`src/rtl/e203_ifu_pcgen_ostd.sv`:
```
// e203_ifu_pcgen_ostd
// Fetch-PC generator that keeps up to OSTD_DEPTH fetch requests in flight.
// Redirects (EXU flush, BPU taken branch) mark older in-flight responses as
// stale. Those stale responses are drained silently. Surviving responses are
// forwarded to the IR stage together with the PC they were fetched from.
//
// Optional feature macro: E203_IFU_PCGEN_BYPASS_EN
//   defined   : a redirect target can be issued in the redirect cycle itself.
//   undefined : the redirect target is registered and issued one cycle later,
//               which keeps flush_pc/bjp_pc off the fetch-address path.
module e203_ifu_pcgen_ostd #(
  parameter int PC_SIZE     = 32,
  parameter int INSTR_SIZE  = 32,
  parameter int OSTD_DEPTH  = 2,
  parameter int FETCH_BYTES = 4
) (
  input  logic                  clk,
  input  logic                  rst_n,
  input  logic [PC_SIZE-1:0]    pc_rtvec,
  input  logic                  flush_req,
  input  logic [PC_SIZE-1:0]    flush_pc,
  output logic                  flush_ack,
  input  logic                  bjp_req,
  input  logic [PC_SIZE-1:0]    bjp_pc,
  input  logic                  halt_req,
  output logic                  halt_ack,
  output logic                  ifu_req_valid,
  input  logic                  ifu_req_ready,
  output logic [PC_SIZE-1:0]    ifu_req_pc,
  output logic                  ifu_req_seq,
  input  logic                  ifu_rsp_valid,
  output logic                  ifu_rsp_ready,
  input  logic                  ifu_rsp_err,
  input  logic [INSTR_SIZE-1:0] ifu_rsp_instr,
  output logic                  ifu_o_valid,
  input  logic                  ifu_o_ready,
  output logic [PC_SIZE-1:0]    ifu_o_pc,
  output logic [INSTR_SIZE-1:0] ifu_o_ir,
  output logic                  ifu_o_buserr
);

  // Pointer width is at least one bit so that OSTD_DEPTH=1 still elaborates.
  localparam int PTR_W = (OSTD_DEPTH > 1) ? $clog2(OSTD_DEPTH) : 1;
  localparam int CNT_W = $clog2(OSTD_DEPTH + 1);

  localparam logic [PTR_W-1:0]   PTR_LAST  = PTR_W'(OSTD_DEPTH - 1);
  localparam logic [CNT_W-1:0]   CNT_FULL  = CNT_W'(OSTD_DEPTH);
  localparam logic [PC_SIZE-1:0] GRAN_MASK = PC_SIZE'(FETCH_BYTES - 1);
  localparam logic [PC_SIZE-1:0] GRAN_STEP = PC_SIZE'(FETCH_BYTES);

  // ---------------------------------------------------------------------------
  // Architectural state
  // ---------------------------------------------------------------------------
  logic [PC_SIZE-1:0] pc_reg;        // PC of the last issued request
  logic               first_reg;     // first request after reset still pending
  logic               redir_reg;     // redirect seen but not yet issued
  logic [PC_SIZE-1:0] redir_pc_reg;  // target of that pending redirect

  // Tracking FIFO bookkeeping
  logic [CNT_W-1:0]   cnt_reg;
  logic [CNT_W-1:0]   cnt_next;
  logic [PTR_W-1:0]   wr_ptr_reg;
  logic [PTR_W-1:0]   wr_ptr_next;
  logic [PTR_W-1:0]   rd_ptr_reg;
  logic [PTR_W-1:0]   rd_ptr_next;

  // Per-slot views of the tracking FIFO, driven from the generate loop
  logic [PC_SIZE-1:0]    slot_pc   [OSTD_DEPTH];
  logic [OSTD_DEPTH-1:0] slot_kill;

  // ---------------------------------------------------------------------------
  // Combinational control
  // ---------------------------------------------------------------------------
  logic               redirect_now;
  logic [PC_SIZE-1:0] redir_tgt;
  logic               room;
  logic               req_allow;
  logic               push;
  logic               pop;
  logic               head_stale;
  logic [PC_SIZE-1:0] next_pc;
  logic               next_seq;

  // A flush always wins over a branch redirect in the same cycle.
  assign redirect_now = flush_req | bjp_req;
  assign redir_tgt    = flush_req ? flush_pc : bjp_pc;
  assign flush_ack    = flush_req;

  assign room = (cnt_reg < CNT_FULL);

`ifdef E203_IFU_PCGEN_BYPASS_EN
  assign req_allow = ~halt_req & room;
`else
  // The redirect cycle never issues, so the target only reaches the fetch
  // address through redir_pc_reg.
  assign req_allow = ~halt_req & room & ~redirect_now;
`endif

  // Outputs are held low while reset is asserted, regardless of the other inputs.
  assign ifu_req_valid = rst_n & req_allow;
  assign push          = ifu_req_valid & ifu_req_ready;

  // Select the next fetch address by redirect priority; bit0 is always cleared.
  always_comb begin
    next_pc  = (pc_reg & ~GRAN_MASK) + GRAN_STEP;
    next_seq = 1'b1;
`ifdef E203_IFU_PCGEN_BYPASS_EN
    if (redirect_now) begin
      next_pc  = redir_tgt;
      next_seq = 1'b0;
    end else if (redir_reg) begin
`else
    if (redir_reg) begin
`endif
      next_pc  = redir_pc_reg;
      next_seq = 1'b0;
    end else if (first_reg) begin
      next_pc  = pc_rtvec;
      next_seq = 1'b0;
    end
    next_pc[0] = 1'b0;
  end

  assign ifu_req_pc  = next_pc;
  assign ifu_req_seq = next_seq;

  // ---------------------------------------------------------------------------
  // Response path: zero latency, no buffering
  // ---------------------------------------------------------------------------
  assign head_stale    = slot_kill[rd_ptr_reg];
  assign ifu_o_valid   = rst_n & ifu_rsp_valid & ~head_stale;
  assign ifu_rsp_ready = head_stale | ifu_o_ready;
  assign ifu_o_pc      = slot_pc[rd_ptr_reg];
  assign ifu_o_ir      = ifu_rsp_instr;
  assign ifu_o_buserr  = ifu_rsp_err;

  // The count guard keeps an illegal response on an empty FIFO from underflowing it.
  assign pop = ifu_rsp_valid & ifu_rsp_ready & (cnt_reg != '0);

  assign halt_ack = rst_n & halt_req & (cnt_reg == '0) & ~redirect_now;

  // Advance the FIFO pointers with explicit wrap and track the occupancy.
  always_comb begin
    cnt_next    = cnt_reg;
    wr_ptr_next = wr_ptr_reg;
    rd_ptr_next = rd_ptr_reg;
    if (push) begin
      wr_ptr_next = (wr_ptr_reg == PTR_LAST) ? '0 : wr_ptr_reg + PTR_W'(1);
    end
    if (pop) begin
      rd_ptr_next = (rd_ptr_reg == PTR_LAST) ? '0 : rd_ptr_reg + PTR_W'(1);
    end
    case ({push, pop})
      2'b10:   cnt_next = cnt_reg + CNT_W'(1);
      2'b01:   cnt_next = cnt_reg - CNT_W'(1);
      default: cnt_next = cnt_reg;
    endcase
  end

  // Fetch PC, redirect bookkeeping and FIFO pointer registers.
  always_ff @(posedge clk or negedge rst_n) begin
    if (!rst_n) begin
      pc_reg       <= '0;
      first_reg    <= 1'b1;
      redir_reg    <= 1'b0;
      redir_pc_reg <= '0;
      cnt_reg      <= '0;
      wr_ptr_reg   <= '0;
      rd_ptr_reg   <= '0;
    end else begin
      cnt_reg    <= cnt_next;
      wr_ptr_reg <= wr_ptr_next;
      rd_ptr_reg <= rd_ptr_next;
      if (push) begin
        // An issued request consumes any pending redirect or the reset vector.
        pc_reg    <= ifu_req_pc;
        first_reg <= 1'b0;
        redir_reg <= 1'b0;
      end else if (redirect_now) begin
        // Remember the target; a later redirect simply overwrites it.
        redir_reg    <= 1'b1;
        redir_pc_reg <= redir_tgt;
      end
    end
  end

  // ---------------------------------------------------------------------------
  // Tracking FIFO slots: {pc, kill} per outstanding request
  // ---------------------------------------------------------------------------
  for (genvar gi = 0; gi < OSTD_DEPTH; gi++) begin : g_slot
    logic [PC_SIZE-1:0] slot_pc_reg;
    logic               slot_kill_reg;
    logic               slot_vld_reg;
    logic               slot_wr;
    logic               slot_rd;

    assign slot_wr = push & (wr_ptr_reg == PTR_W'(gi));
    assign slot_rd = pop  & (rd_ptr_reg == PTR_W'(gi));

    // Fill on push; a redirect kills only slots that were already occupied.
    always_ff @(posedge clk or negedge rst_n) begin
      if (!rst_n) begin
        slot_pc_reg   <= '0;
        slot_kill_reg <= 1'b0;
        slot_vld_reg  <= 1'b0;
      end else if (slot_wr) begin
        // A request pushed in the redirect cycle is the redirect target itself, so it stays live.
        slot_pc_reg   <= ifu_req_pc;
        slot_kill_reg <= 1'b0;
        slot_vld_reg  <= 1'b1;
      end else begin
        if (slot_rd) begin
          slot_vld_reg <= 1'b0;
        end
        if (redirect_now && slot_vld_reg) begin
          slot_kill_reg <= 1'b1;
        end
      end
    end

    assign slot_pc[gi]   = slot_pc_reg;
    assign slot_kill[gi] = slot_kill_reg;
  end

  // Responses return in order against issued requests, so one with nothing outstanding is a bus bug.
  a_no_rsp_when_empty: assert property (
    @(posedge clk) disable iff (!rst_n) !(ifu_rsp_valid && (cnt_reg == '0))
  );

endmodule

```
`config.mk`:
```
export PLATFORM = sky130hd
export DESIGN_NAME = e203_ifu_pcgen_ostd
export DESIGN_NICKNAME = d
export VERILOG_FILES = /design/src/rtl/e203_ifu_pcgen_ostd.sv
export SDC_FILE = /design/constraint.sdc
export NUM_CORES = 1
export LEC_CHECK = 0
export BUFFER_PORTS_ARGS = -buffer_cell sky130_fd_sc_hd__buf_2
export CAP_MARGIN = 40
export CELL_PAD_IN_SITES_DETAIL_PLACEMENT = 0
export CELL_PAD_IN_SITES_GLOBAL_PLACEMENT = 1
export CORE_AREA = 8 8 144 146
export CTS_CLUSTER_SIZE = 8
export DETAILED_ROUTE_END_ITERATION = 12
export DIE_AREA = 0 0 152 154
export PLACE_DENSITY = 0.93
export SKIP_CTS_REPAIR_TIMING = 1
export SYNTH_ARGS = -nofsm -noshare
export SYNTH_HDL_FRONTEND = slang
export SYNTH_SLANG_ARGS = --single-unit
```
`constraint.sdc`:
```
create_clock -name clk -period 4.2 [get_ports clk]
set_clock_uncertainty 0.15 [all_clocks]
set_input_delay 0.42 -clock clk [delete_from_list [all_inputs] [get_ports clk]]
set_output_delay 0.42 -clock clk [all_outputs]
set_load 0.05 [all_outputs]
```
==> impl_metrics.py <==
metrics = {
    "status": {
        "status": "completed",
    },
    "placement": {
        "dpl.hpwl_um": 16000,
        "dpl-instance-area_mm2": 0.00815,
        "post-place-cells": 1112,
        "gp_congestion": 0.831,
        "port_buffers": 168,
    },
    "yosys": {
        "synth_top_flop_cell": "dfrtp_1",
        "synthMuxAreaShare_pct": 13.5,
        "synthSimpleGateAreaFrac_pct": 16.2,
        "ys_ff_latch": 133,
        "synth_xor_area_share_pct": 1.66,
        "ys_types": 61,
        "synth_seq_area_share_pct": 45.2,
        "yosys.area_share.adder_pct": 0.340,
        "synth_top_family_by_area": "simple AND/OR/NAND/NOR gates",
        "synth_edf_count": 0,
        "async_reset_ff_share_pct": 100,
        "synthCells": 783,
        "avgSynthCellArea_um2": 9.41,
        "ys_warn_count": 0,
        "synth_compound_area_share_pct": 15.0,
        "synth_area_mm2": 0.00737,
    },
    "worst_setup_path": {
        "critPathCaptureType": "output port",
        "cp_max_fo": 26,
        "required_ns": 3.63,
        "worstSetupPathType": "flip-flop to output port",
        "slowest_stage": "dfstp_2",
        "max_stage_delay_ns": 0.83,
        "crit_top_cell": "inv_1",
        "crit_chain": "or2_2 -> inv_1 -> a222oi_1 -> inv_1 -> buf_2",
        "critPathLaunchType": "flip-flop",
        "crit_arrival_ns": 3.25,
        "rr_endpoint": "g_slot[1].slot_pc_reg[12]",
        "reg2reg_slack_ns": 1.26,
        "r2r_cells": 4,
        "rr_startpoint": "first_reg",
    },
    "clock_network": {
        "cts_sinks": 133,
        "cts_buffer_depth": 2,
        "cts_tree": "yes",
        "cts-root-buf": "clkbuf_16",
        "htree_levels": 4,
        "clk_latency_ns": 0.42,
        "path_clk_slew_ns": 0.06,
        "cts_buffers": 17,
    },
    "sta": {
        "setup_viol": 0,
        "fin_setup_tns_ns": 0,
        "period_needed_ns": 3.82,
        "tightest_slew_ns": 0.845,
        "slew_violations": 0,
        "slew_headroom_pct": 43.7,
        "rsz0062_at_grt": "false",
        "fmax_mhz": 262,
        "finalCritPeriodShare_pct": 90.9,
        "final_hold_viol_count": 0,
    },
    "cells_and_area": {
        "design_area_mm2": 0.00875,
        "fin_util_pct": 47.4,
        "final_nets": 1036,
        "num-fill-cells": 1708,
        "drive_above_1_share_pct": 31.5,
        "mostFrequentLayoutCell": "buf_2",
        "layout_common_cells": "buf_2, dfrtp_1, nand2_1",
        "fin_cells": 1144,
        "largest_register_ffs": 62,
        "area_growth_pct": 18.8,
    },
    "global_route": {
        "antenna_found_initial": 3,
        "grt_max_degree": 68,
        "grtUsageTotal_pct": 18.6,
        "grt_pass1_vias": 6309,
        "grt_pass1_wl_um": 34600,
        "grt-ovfl-total": 0,
    },
    "worst_hold_path": {
        "hold_depth": 3,
        "whs_endpoint": "redir_pc_reg[3]",
        "hold_class": "input port to flip-flop",
        "min-delay-start": "flush_pc[3]",
    },
    "detailed_routing": {
        "first_iter_violations": 445,
        "num_vias": 6173,
        "wl_um": 21600,
        "drc": 0,
        "first_pass_iters": 5,
        "wire_per_inst_um": 18.9,
        "vias_per_cell": 5.40,
        "antenna_left": 0,
    },
    "pwr": {
        "leakage_nw": 4.22,
        "irDropWorstVdd_mv": 0.325,
        "pwr_density_cell_mw_per_mm2": 669,
        "power_mw": 5.85,
    },
    "floorplanning": {
        "fp.dieH_um": 154,
        "io_pins": 240,
        "core_mm2": 0.0185,
        "start_util_pct": 39.9,
        "dieArea_mm2": 0.0234,
        "fp-row-count": 50,
        "dieWidth_um": 152,
    },
    "job": {
        "maxCapViolCount": 0,
    },
}
-- report_power, final --
| part | leakage, nW | internal, mW | switching [mW] |
|---|---|---|---|
| clock | 0.287 | 0.937 | 0.602 |
| combinational | 2.28 | 0.753 | 1.46 |
| sequential | 1.66 | 1.72 | 0.385 |
-- worst max-delay path: cells and delay by family (launching register included) --
| kind | cells | cell delay, ns |
|---|---|---|
| flops | 1 | 0.83 |
| simple gates | 1 | 0.43 |
| compound gates | 1 | 0.73 |
| buf+inv | 3 | 0.83 |
-- cells in the mapped netlist (6+ instances only) --
cell type | instances | area share (%)
inv_1 | 26 | 1.3
nand2_1 | 90 | 4.6
a31oi_1 | 20 | 1.7
xnor2_1 | 10 | 1.2
dfrtp_1 | 132 | 45
nand3_1 | 19 | 1.3
and3_1 | 6 | 0.51
buf_2 | 8 | 0.54
nor3_1 | 11 | 0.75
nor2_1 | 67 | 3.4
o21ai_0 | 71 | 4.8
nor4_1 | 8 | 0.68
clkbuf_1 | 35 | 1.8
mux2_2 | 52 | 7.9
buf_4 | 38 | 3.9
a21oi_1 | 30 | 2.0
a22oi_1 | 16 | 1.6
nand4_1 | 12 | 1.0
mux2i_1 | 41 | 5.6
-- metrics by stage --
stage / worst slack, ns / hold slack (ns)
detailed placement: 0.889 / 0.315
CTS: 0.400 / 0.0388
finish: 0.383 / 0.0526
floorplan: 0.953 / -0.0256
global placement: 0.886 / 0.306
global route: 0.206 / 0.0492
-- layer usage --
metal  vias to the layer above  wire length, um  global-route usage (%)  part of all wire [%]
li1                       2968                -                       -                     -
met3                        28             1300                    4.90                   6.0
met4                         6              298                    5.71                   1.4
met1                      2962            10300                    25.6                    48
met5                         -               34                       0                  0.16
met2                       209             9690                    27.9                    45
-- cell type report --
cell class | instances | area [um^2] | area share, %
multi-input combinational | 536 | 3440 | 39.3
sequential | 133 | 3330 | 38.0
timing repair buffer | 183 | 985 | 11.2
clock buffer | 17 | 425 | 4.86
tap | 234 | 293 | 3.34
clock inverter | 13 | 175 | 2.00
inverter | 26 | 97.6 | 1.11
antenna | 2 | 5.00 | 0.0572
-- kinds of logic (layout without fill, tap and decap cells) --
family	Yosys count	count (layout)
mux	93	93
fa+ha+maj	2	2
buf+inv	115	239
other cells	1	4
compound gates	180	180
simple gates	245	245
xor+xnor	14	14
flops	133	133
-- worst max-delay path by stage --
| stage | from | end | depth (start not counted) |
|---|---|---|---|
| after floorplan | pc_reg[5] | ifu_req_pc[27] | 7 |
| after CTS | first_reg | ifu_req_pc[12] | 5 |
| final | first_reg | ifu_req_pc[12] | 5 |
| after global placement | first_reg | ifu_req_pc[12] | 5 |
| after global routing | first_reg | ifu_req_pc[12] | 5 |
| after detailed placement | first_reg | ifu_req_pc[12] | 5 |
(Power assumes the default switching activity.)
